<file path="src/rtl/drone_pkg.sv">
// drone_pkg: shared command encodings, motor indices and the direction-sign
// lookup used by the drone flight-control core.
package drone_pkg;

  localparam int NUM_MOTORS = 4;

  // X-frame motor map; FL and RR spin CW, FR and RL spin CCW.
  localparam logic [1:0] MOT_FL = 2'd0;
  localparam logic [1:0] MOT_FR = 2'd1;
  localparam logic [1:0] MOT_RR = 2'd2;
  localparam logic [1:0] MOT_RL = 2'd3;

  localparam logic signed [1:0] SGN_POS  = 2'sb01;
  localparam logic signed [1:0] SGN_NEG  = 2'sb11;
  localparam logic signed [1:0] SGN_ZERO = 2'sb00;

  typedef enum logic [1:0] {
    ALT_HOLD    = 2'b00,
    ALT_CLIMB   = 2'b01,
    ALT_DESCEND = 2'b10,
    ALT_LAND    = 2'b11
  } altcmd_e;

  typedef enum logic [2:0] {
    DIR_NONE     = 3'b000,
    DIR_FWD      = 3'b001,
    DIR_BACK     = 3'b010,
    DIR_LEFT     = 3'b011,
    DIR_RIGHT    = 3'b100,
    DIR_YAW_CW   = 3'b101,
    DIR_YAW_CCW  = 3'b110,
    DIR_NONE_ALT = 3'b111
  } dircmd_e;

  // Sign of the direction offset a command applies to one motor (+1, -1 or 0).
  function automatic logic signed [1:0] dir_sign(input dircmd_e dir, input logic [1:0] motor);
    logic pos;
    logic act;
    pos = 1'b0;
    act = 1'b1;
    case (dir)
      DIR_FWD:     pos = (motor == MOT_RR) || (motor == MOT_RL);
      DIR_BACK:    pos = (motor == MOT_FL) || (motor == MOT_FR);
      DIR_LEFT:    pos = (motor == MOT_FR) || (motor == MOT_RR);
      DIR_RIGHT:   pos = (motor == MOT_FL) || (motor == MOT_RL);
      DIR_YAW_CW:  pos = (motor == MOT_FR) || (motor == MOT_RL);
      DIR_YAW_CCW: pos = (motor == MOT_FL) || (motor == MOT_RR);
      default:     act = 1'b0;
    endcase
    if (!act) return SGN_ZERO;
    return pos ? SGN_POS : SGN_NEG;
  endfunction

endpackage

</file>
<file path="src/rtl/drone_top_motor_ctrl.sv">
// motor_ctrl: one motor's proportional loop. Error against the registered
// sense value, gain shift, +/-1 nudge for small errors, optional step clamp
// and a saturating setpoint register.
// Optional feature macro: DRONE_TOP_SLEW_LIMIT_EN clamps each update step
// to +/-MAX_SLEW before it is added.
module motor_ctrl #(
  parameter int RPM_W      = 8,
  parameter int GAIN_SHIFT = 2,
  parameter int MAX_SLEW   = 8
) (
  input  logic             clk,
  input  logic             rst,
  input  logic             en,
  input  logic [RPM_W-1:0] target,
  input  logic [RPM_W-1:0] sense,
  output logic [RPM_W-1:0] mot_set
);

  localparam int ERR_W = RPM_W + 1;
  localparam int SUM_W = RPM_W + 2;

`ifdef DRONE_TOP_SLEW_LIMIT_EN
  localparam bit SLEW_EN = 1'b1;
`else
  localparam bit SLEW_EN = 1'b0;
`endif

  localparam logic signed [ERR_W-1:0] ONE_POS  = ERR_W'(1);
  localparam logic signed [ERR_W-1:0] ONE_NEG  = {ERR_W{1'b1}};
  localparam logic signed [ERR_W-1:0] SLEW_POS = ERR_W'(MAX_SLEW);
  localparam logic signed [ERR_W-1:0] SLEW_NEG = -SLEW_POS;
  localparam logic [RPM_W-1:0]        RPM_MAX  = '1;

  logic signed [ERR_W-1:0] err_p0;
  logic signed [ERR_W-1:0] shift_p0;
  logic signed [ERR_W-1:0] step_p0;
  logic signed [ERR_W-1:0] delta_p0;
  logic signed [SUM_W-1:0] sum_p0;
  logic [RPM_W-1:0]        set_p1;

  function automatic logic signed [ERR_W-1:0] clamp_slew(input logic signed [ERR_W-1:0] d);
    if (d > SLEW_POS) return SLEW_POS;
    else if (d < SLEW_NEG) return SLEW_NEG;
    else return d;
  endfunction

  function automatic logic [RPM_W-1:0] sat_rpm(input logic signed [SUM_W-1:0] v);
    if (v[SUM_W-1]) return '0;
    else if (|v[SUM_W-2:RPM_W]) return RPM_MAX;
    else return v[RPM_W-1:0];
  endfunction

  // Error, gain, small-error nudge, optional clamp and the widened sum.
  always_comb begin
    err_p0   = $signed({1'b0, target}) - $signed({1'b0, sense});
    shift_p0 = err_p0 >>> GAIN_SHIFT;
    step_p0  = shift_p0;
    if ((err_p0 != '0) && (shift_p0 == '0)) begin
      step_p0 = err_p0[ERR_W-1] ? ONE_NEG : ONE_POS;
    end
    delta_p0 = SLEW_EN ? clamp_slew(step_p0) : step_p0;
    sum_p0   = $signed({2'b00, set_p1}) + $signed({{(SUM_W-ERR_W){delta_p0[ERR_W-1]}}, delta_p0});
  end

  // ---- stage boundary: setpoint register ----
  // Saturating setpoint update; held while the input stage is not yet valid.
  always_ff @(posedge clk) begin
    if (rst) begin
      set_p1 <= '0;
    end else if (en) begin
      set_p1 <= sat_rpm(sum_p0);
    end
  end

  assign mot_set = set_p1;

endmodule

</file>
<file path="src/rtl/drone_top.sv">
// drone_top: flight-control core. Registers the altitude/direction commands
// and the sensed RPMs, forms a saturated per-motor target and drives four
// independent motor_ctrl loops toward it.
// Optional feature macro: DRONE_TOP_SLEW_LIMIT_EN (step clamp inside motor_ctrl).
module drone_top
  import drone_pkg::*;
#(
  parameter int RPM_W      = 8,
  parameter int HOVER_RPM  = 128,
  parameter int ALT_DELTA  = 32,
  parameter int DIR_DELTA  = 16,
  parameter int GAIN_SHIFT = 2,
  parameter int MAX_SLEW   = 8
) (
  input  logic             clk,
  input  logic             resetn,
  input  logic [1:0]       altcmd,
  input  logic [2:0]       dircmd,
  input  logic [RPM_W-1:0] rpm_sense [NUM_MOTORS],
  output logic [RPM_W-1:0] mot_set   [NUM_MOTORS]
);

  localparam int               TGT_W   = RPM_W + 2;
  localparam logic [RPM_W-1:0] RPM_MAX = '1;

  altcmd_e                 alt_p0;
  dircmd_e                 dir_p0;
  logic [RPM_W-1:0]        sense_p0 [NUM_MOTORS];
  logic                    vld_p0;
  logic signed [TGT_W-1:0] base_p0;

  function automatic logic [RPM_W-1:0] sat_target(input logic signed [TGT_W-1:0] v);
    if (v[TGT_W-1]) return '0;
    else if (|v[TGT_W-2:RPM_W]) return RPM_MAX;
    else return v[RPM_W-1:0];
  endfunction

  // ---- stage boundary: input register ----
  // Capture commands and sensed RPMs; vld_p0 holds off the first update after reset.
  always_ff @(posedge clk) begin
    if (resetn) begin
      alt_p0 <= ALT_HOLD;
      dir_p0 <= DIR_NONE;
      vld_p0 <= 1'b0;
      for (int i = 0; i < NUM_MOTORS; i++) sense_p0[i] <= '0;
    end else begin
      alt_p0 <= altcmd_e'(altcmd);
      dir_p0 <= dircmd_e'(dircmd);
      vld_p0 <= 1'b1;
      for (int i = 0; i < NUM_MOTORS; i++) sense_p0[i] <= rpm_sense[i];
    end
  end

  // Altitude base target shared by all motors (LAND is forced per motor).
  always_comb begin
    case (alt_p0)
      ALT_CLIMB:   base_p0 = TGT_W'(HOVER_RPM + ALT_DELTA);
      ALT_DESCEND: base_p0 = TGT_W'(HOVER_RPM - ALT_DELTA);
      default:     base_p0 = TGT_W'(HOVER_RPM);
    endcase
  end

  for (genvar m = 0; m < NUM_MOTORS; m++) begin : g_motor
    logic signed [TGT_W-1:0] off_p0;
    logic [RPM_W-1:0]        tgt_p0;

    // Direction offset for this motor and its saturated target.
    always_comb begin
      case (dir_sign(dir_p0, 2'(m)))
        SGN_POS: off_p0 = TGT_W'(DIR_DELTA);
        SGN_NEG: off_p0 = -TGT_W'(DIR_DELTA);
        default: off_p0 = '0;
      endcase
      tgt_p0 = (alt_p0 == ALT_LAND) ? '0 : sat_target(base_p0 + off_p0);
    end

    motor_ctrl #(
      .RPM_W     (RPM_W),
      .GAIN_SHIFT(GAIN_SHIFT),
      .MAX_SLEW  (MAX_SLEW)
    ) u_motor (
      .clk    (clk),
      .rst    (resetn),
      .en     (vld_p0),
      .target (tgt_p0),
      .sense  (sense_p0[m]),
      .mot_set(mot_set[m])
    );
  end

endmodule

</file>
<file path="config.mk">
export PLATFORM = sky130hd
export DESIGN_NAME = drone_top
export DESIGN_NICKNAME = d
export VERILOG_FILES = /design/src/rtl/drone_pkg.sv /design/src/rtl/drone_top_motor_ctrl.sv /design/src/rtl/drone_top.sv
export SDC_FILE = /design/constraint.sdc
export NUM_CORES = 1
export LEC_CHECK = 0
export BUFFER_PORTS_ARGS = -buffer_cell sky130_fd_sc_hd__buf_2
export CAP_MARGIN = 20
export CORE_MARGIN = 1.5
export CORE_UTILIZATION = 38
export CTS_BUF_LIST = sky130_fd_sc_hd__clkbuf_8
export DETAILED_ROUTE_END_ITERATION = 10
export PLACE_DENSITY = 0.62
export SLEW_MARGIN = 20
export SYNTH_ARGS = -nofsm -noshare
export SYNTH_HDL_FRONTEND = slang
export SYNTH_HIERARCHICAL = 1
export SYNTH_SLANG_ARGS = --single-unit
</file>
<file path="constraint.sdc">
create_clock -name clk -period 4.3 [get_ports clk]
set_clock_uncertainty 0.1 [all_clocks]
set_input_delay 0.215 -clock clk [delete_from_list [all_inputs] [get_ports clk]]
set_output_delay 0.215 -clock clk [all_outputs]
set_load 0.005 [all_outputs]
</file>
# [Word level (Yosys, flattened, before mapping)]
# Memory sizes are Yosys's and may differ from the RTL's.
# Index checks and enable logic that the tools add are counted.
[classes] eq_ne=17 add_sub_neg=12 reduce_logical=17 bitwise_logic=4 n_mux=53
[ops] cell="two-way mux 8 bit" n=24
[ops] cell="one-hot mux 10 bit (2 select lines)" n=4
[ops] cell="two-way mux 9 bit" n=8
[ops] cell="adder 10 bit" n=4
[ops] cell="adder 9 x 9 -> 10 bit" n=4
[ops] cell="zero test 9 bit" n=4
[ops] cell="nonzero test 9 bit" n=4
[ops] cell="subtractor 8 x 8 -> 9 bit" n=4
[ops] cell="two-way mux 2 bit" n=8
[ops] cell="one-hot mux 8 bit (2 select lines)" n=1
[ops] cell="equality test 2 bit (second input constant)" n=6
[ops] cell="OR reduction 3 bit" n=4
[ops] cell="equality test 2 x 1 -> 1 bit (second input constant)" n=5
[ops] cell="equality test 3 bit (second input constant)" n=3
[ops] cell="two-way mux 1 bit" n=8
[ops] cell="equality test 3 x 2 -> 1 bit (second input constant)" n=2
[ops] cell="OR reduction 6 bit" n=1
[ops] cell="logical AND 1 bit" n=4
[ops] cell="OR 1 bit" n=4
[ops] cell="equality test 3 x 1 -> 1 bit (second input constant)" n=1
[totals] ramBits=32 elab_cells=111 input_bits=39 regBits=38 out_inout_bits=32 memories=1
[memory_table] memory="sense_p0" depth=4 word_bits=8 read_ports=4 rd_clocked_by_memory_dff=0 write_ports=4 line="drone_top.sv:28" source="logic [RPM_W-1:0] sense_p0 [NUM_MOTORS];"

# [Logic depth before layout (Yosys ltp)]
[logic_depth] ltp_word=18 mapped_depth=21 mapped_depth_nobuf=20

# [Hierarchy]
# Netlist, hierarchy kept.
[modules_own_cells] mod="motor_ctrl (g_motor[0].u_motor ...)" area_per_inst_um2=1101.1 cells_each=135 n_inst=3 seq_area_each_um2=160.2
[modules_own_cells] mod="drone_top" area_per_inst_um2=1316.3 cells_each=116 n_inst=1 seq_area_each_um2=760.7
[modules_own_cells] mod="motor_ctrl (g_motor[3].u_motor)" area_per_inst_um2=1202.4 cells_each=148 n_inst=1 seq_area_each_um2=160.2

# [Worst setup path after synthesis]
# Ideal clock, no wire load.
[synth_path] kind="flip-flop to flip-flop" from="register dir_p0[1]" to="register g_motor[1].u_motor.set_p1[3]" setup_slack_ps=-318 arrival_time_ps=4449 n_path_buf=0 required_time_ps=4130 period_less_slack_ps=4618 stages_incl_launch_ff=20 setup_ps=70 cell_sequence="dfxtp_1 nand2b_1 mux2i_1 fa_1 nor2_1 ha_1 a21o_1 a31oi_1 xnor2_1 or4_1 o41ai_2 ha_1 inv_1 fa_1 nand2b_1 a211oi_1 o22ai_1 xnor2_1 o211ai_1 a21oi_1"
[synth_between] elab_chain_cells=18 word_cells_on_any_way=28 classes_between="3 x add/sub; 8 x eq/ne; 12 x mux; 5 x reduce/logical"
[synth_rtl] element="start: declaration" line="drone_top.sv:27" source="dircmd_e dir_p0;"
[synth_rtl] element="start signal: assignment" line="drone_top.sv:48" source="dir_p0 <= dircmd_e'(dircmd);"
[synth_rtl] element="equality test 3 bit / equality test 3 x 2 -> 1 bit (equally long branches)" line="drone_pkg.sv:41" source="case (dir)"
[synth_rtl] element="OR reduction 3 bit (no source line)"
[synth_rtl] element="two-way mux 1 bit" line="drone_pkg.sv:41"
[synth_rtl] element="two-way mux 2 bit" line="drone_pkg.sv:51" source="return pos ? SGN_POS : SGN_NEG;"
[synth_rtl] element="two-way mux 2 bit *" line="drone_pkg.sv:51"
[synth_rtl] element="equality test 2 bit / equality test 2 x 1 -> 1 bit (equally long branches)" line="drone_top.sv:69" source="case (dir_sign(dir_p0, 2'(m)))"
[synth_rtl] element="one-hot mux 10 bit (2 select lines) *" line="drone_top.sv:69"
[synth_rtl] element="adder 10 bit *" line="drone_top.sv:74" source="tgt_p0 = (alt_p0 == ALT_LAND) ? '0 : sat_target(base_p0 + off_p0);"
[synth_rtl] element="[3 not listed]"
[synth_rtl] element="net g_motor[1].tgt_p0[5]" line="drone_top.sv:65" source="logic [RPM_W-1:0] tgt_p0;"
[synth_rtl] element="subtractor 8 x 8 -> 9 bit *" line="drone_top_motor_ctrl.sv:55" source="err_p0 = $signed({1'b0, target}) - $signed({1'b0, sense});"
[synth_rtl] element="nonzero test 9 bit / zero test 9 bit (equally long branches)" line="drone_top_motor_ctrl.sv:58" source="if ((err_p0 != '0) && (shift_p0 == '0)) begin"
[synth_rtl] element="logical AND 1 bit" line="drone_top_motor_ctrl.sv:58"
[synth_rtl] element="two-way mux 9 bit *" line="drone_top_motor_ctrl.sv:58"
[synth_rtl] element="adder 9 x 9 -> 10 bit *" line="drone_top_motor_ctrl.sv:62" source="sum_p0 = $signed({2'b00, set_p1}) + $signed({{(SUM_W-ERR_W){delta_p0[ERR_W-1]}}, delta_p0});"
[synth_rtl] element="two-way mux 8 bit" line="drone_top_motor_ctrl.sv:49" source="else if (|v[SUM_W-2:RPM_W]) return RPM_MAX;"
[synth_rtl] element="two-way mux 8 bit *" line="drone_top_motor_ctrl.sv:48" source="if (v[SUM_W-1]) return '0;"
[synth_rtl] element="end signal: assignment" line="drone_top_motor_ctrl.sv:71" source="set_p1 <= sat_rpm(sum_p0);"
[synth_rtl] element="end: declaration" line="drone_top_motor_ctrl.sv:39" source="logic [RPM_W-1:0] set_p1;"
# The timed path passes the listed nets; every way through them passes the cells marked *.
# A chain may end at the register's enable or synchronous reset.

# [Final worst setup path]
[layout_path] from="register dir_p0[1]" to="register g_motor[1].u_motor.set_p1[4]"
# Same word-level chain as after synthesis.

==> metrics.cfg <==
[run_status]
status=complete, but fails checks
violations=negative setup slack

[cells_and_area]
utilization_pct=53.8
synthToLayoutAreaGrowth_pct=39.4
drive_gt1_share_pct=32.2
final_cells=1083
insertedDiodeCount=0
nNetsFinal=1011

[route]
dr.pass1.iters=4
vias_per_cell=4.90
routed_wl_mm=14.0
avgRoutedWirePerCell_um=12.9
via_count=5306
drcViolationCount=0
drt_iter0_drc=172
ant_nets=0

[pwr]
p_per_area_nw_per_um2=458
p_leak_nw=3.75
p_sw_w=0.00149
swShare_pct=40.1
combPwrFrac_pct=60.5
intPower_w=0.00223
clock_power_share_pct=17.2
vdd_ir_drop_max_uv=277
seq_power_share_pct=22.2

[placement]
place.gp.congestion=0.893
place_ws_ns=-0.364
portBuffers=70
hpwl_mm=10.0
dp_cells=1004

[global_routing]
grt_use_total_pct=17.6
grt_use_met3_pct=4.43
grt_pass1_wl_mm=23.1
grt_max_degree=33
overflow=0
met2_usage_pct=30.4
grt_pass1_vias=5062
grt_util_met1_pct=22.2
busiest_layer=met2
antenna_found_initial=0

[yosys]
yosysTopAreaCellShare_pct=24.1
synth-simple-area-share_pct=19.3
synthArstFlopShare_pct=0
syn_area_per_cell_um2=8.70
syn_area_um2=5820
yosysWarnings=6
synth-main-ff-cell=dfxtp_1
muxShareOfSynthArea_pct=0.344
synth_area_leaders=dfxtp_1 24%, ha_1 15%, nor2b_1 4.7%
synth_seq_area_share_pct=24.1
postSynthCellCount=669
synth_xor_area_share_pct=8.34
synth_edf_count=0
synth_top_family_by_area=compound AO/OA/AOI/OAI gates
synth-compound-area-share_pct=23.0
synth_cell_type_count=59
synth_seq_cells=70
synthAdderAreaFrac_pct=19.2
synth_top_cell_by_area=dfxtp_1
synthTopCellsByCount=70 x dfxtp_1, 70 x ha_1, 67 x inv_1

[worst_setup_path]
critPathMaxFanout=5
startpoint=dir_p0[1]
crit_type=reg2reg
worstPathRequired_ns=4.43
crit_end=g_motor[1].u_motor/mot_set[4]
worstRegToRegCells=19
worstSetupStartpointType=register
crit_path_top_delay_cell=or4_4
path_buf_inv=1
crit_arrival_ns=4.73
path_cells=nand2b_4 > mux2i_2 > fa_1 > nor2_1 > ha_1 > a21o_1 > a31oi_4 > xnor2_2 > or4_4 > o41ai_4 > ha_2 > inv_2 > fa_2 > nand2b_4 > a211oi_4 > o22ai_2 > xnor2_2 > o211ai_1 > a21oi_1
path_delay_family=compound AO/OA/AOI/OAI gates
endpoint_kind=register
regToRegSetupSlack_ns=-0.31
cp_slowest_stage_delay_ns=0.50
path_depth=19
rr_endpoint=g_motor[1].u_motor/mot_set[4]
r2r_start=dir_p0[1]

[floorplan]
die_y_um=127
placementRows=45
core_area_um2=15100
die_w_um=127
initial_core_util_pct=38.6
num_io_pins=71
die_area_um2=16100

[cts]
clk_latency_ns=0.37
cts_buffer_depth=2
h-tree-depth=3
cts_num_sinks=70
cts_tree=done
clk_pin_slew_ns=0.08
cts_root_buf=clkbuf_8
cts_buffers=9

[timing]
maxClockFrequency_mhz=217
relSlewSlack_pct=55.4
fin_crit_sh_pct=107
hold_violations=0
holdWs_ns=0.0317
setup_viol=24
rsz0062_at_grt=true
final_max_slew_viol_count=0
layout_setup_ws_ns=-0.309
period_needed_ns=4.61
worstMarginPinSlew_ns=0.669

[hold_path]
min_path_type=in2reg

[run]
maxCapViolations=0

-- layout make-up --
cell class | instances | area [um^2]
clock buffers | 11 | 151
fillers | 1437 | 6970
well taps | 188 | 235
repair buffers | 203 | 1450
flip-flops and latches | 70 | 1420
clock inverters | 5 | 81.3
multi-input cells | 539 | 4530
inverters | 67 | 251
-- sequential cells by signal, summed over array words and instances, names as in the netlist --
signal,count
g_motor.u_motor/mot_set,32
alt_p0,2
dir_p0,3
vld_p0,1
sense_p0,32
-- placed cells by master, fill, tap and decap left out, drive strengths merged, types with 4 or more instances in the layout --
cell type and count:
a2111oi 8, a211oi 7, a21o 23, a21oi 49, a31oi 8, and2b 4, and3 7, and4 4
buf 167, clkbuf 11, conb 20, dfxtp 70, dlygate4sd3 36, fa 12, ha 70, inv 67
nand2 30, nand2b 29, nand3 10, nand3b 4, nor2 47, nor2b 44, nor3 14, o211ai 6
o21a 10, o21ai 34, o21bai 4, o31ai 9, o41ai 4, or4 4, xnor2 31, xor2 21
-- power groups by stage --
stage          Clock (W)  Sequential (W)  Combinational [W]
3_3_place_gp           0        0.000843            0.00195
6_report        0.000641        0.000828            0.00225
2_1_floorplan          0        0.000829            0.00142
5_1_grt         0.000685        0.000839            0.00249
3_5_place_dp           0        0.000842            0.00196
4_1_cts         0.000667        0.000826            0.00216
-- worst min path at each step --
stage / start / depth (start not counted) / end / slack (ns)
global route: rpm_sense[13] / 2 / sense_p0[2][5] / 0.02
detailed placement: rpm_sense[10] / 2 / sense_p0[2][2] / 0.33
floorplan: resetn / 1 / g_motor[0].u_motor/mot_set[3] / 0.18
finish: rpm_sense[13] / 2 / sense_p0[2][5] / 0.03
CTS: rpm_sense[13] / 2 / sense_p0[2][5] / 0.002
global placement: rpm_sense[8] / 2 / sense_p0[2][0] / 0.33
-- repair_timing --
item,4_1_cts,5_1_grt
setup buffers,22,6
hold buffers,36,0
endpoints found under the setup margin,32,32
hold endpoints to repair,36,0
resized for setup,39,24
pin swaps,21,24
-- routing by layer --
metal,up-vias,share of wire (%),wire length [um]
li1,2758,-,-
met1,2461,48,6630
met2,79,48,6730
met3,8,3.4,469
met4,0,0.84,117
met5,-,0,0
-- worst reg2reg max path, stage by stage (launching register included) --
cell and delay (ns):
dfxtp_4 0.37, nand2b_4 0.15, mux2i_2 0.17, fa_1 0.45
nor2_1 0.12, ha_1 0.25, a21o_1 0.22, a31oi_4 0.18
xnor2_2 0.10, or4_4 0.50, o41ai_4 0.24, ha_2 0.25
inv_2 0.04, fa_2 0.33, nand2b_4 0.16, a211oi_4 0.26
o22ai_2 0.12, xnor2_2 0.16, o211ai_1 0.20, a21oi_1 0.10
-- through the flow --
stage,TNS [ns],power [W],instance area (um^2)
after floorplan,-0.310,0.00224,6040
after global placement,-5.38,0.00279,7070
after detailed placement,-7.20,0.00280,7070
after CTS,-5.77,0.00366,7940
after global routing,-12.05,0.00401,8120
final,-5.67,0.00372,8120
-- kinds of logic (layout without fill, tap and decap cells) --
kind of cell / Yosys count / count (layout)
AOI/OAI and AO/OA: 183 / 183
other: 1 / 20
muxes: 2 / 2
DFF: 70 / 70
buffers and inverters: 79 / 286
xor gates and xnor gates: 52 / 52
adders and majority gates: 82 / 82
and+or+nand+nor: 200 / 200
No activity file was read; power rests on OpenSTA's default activity.
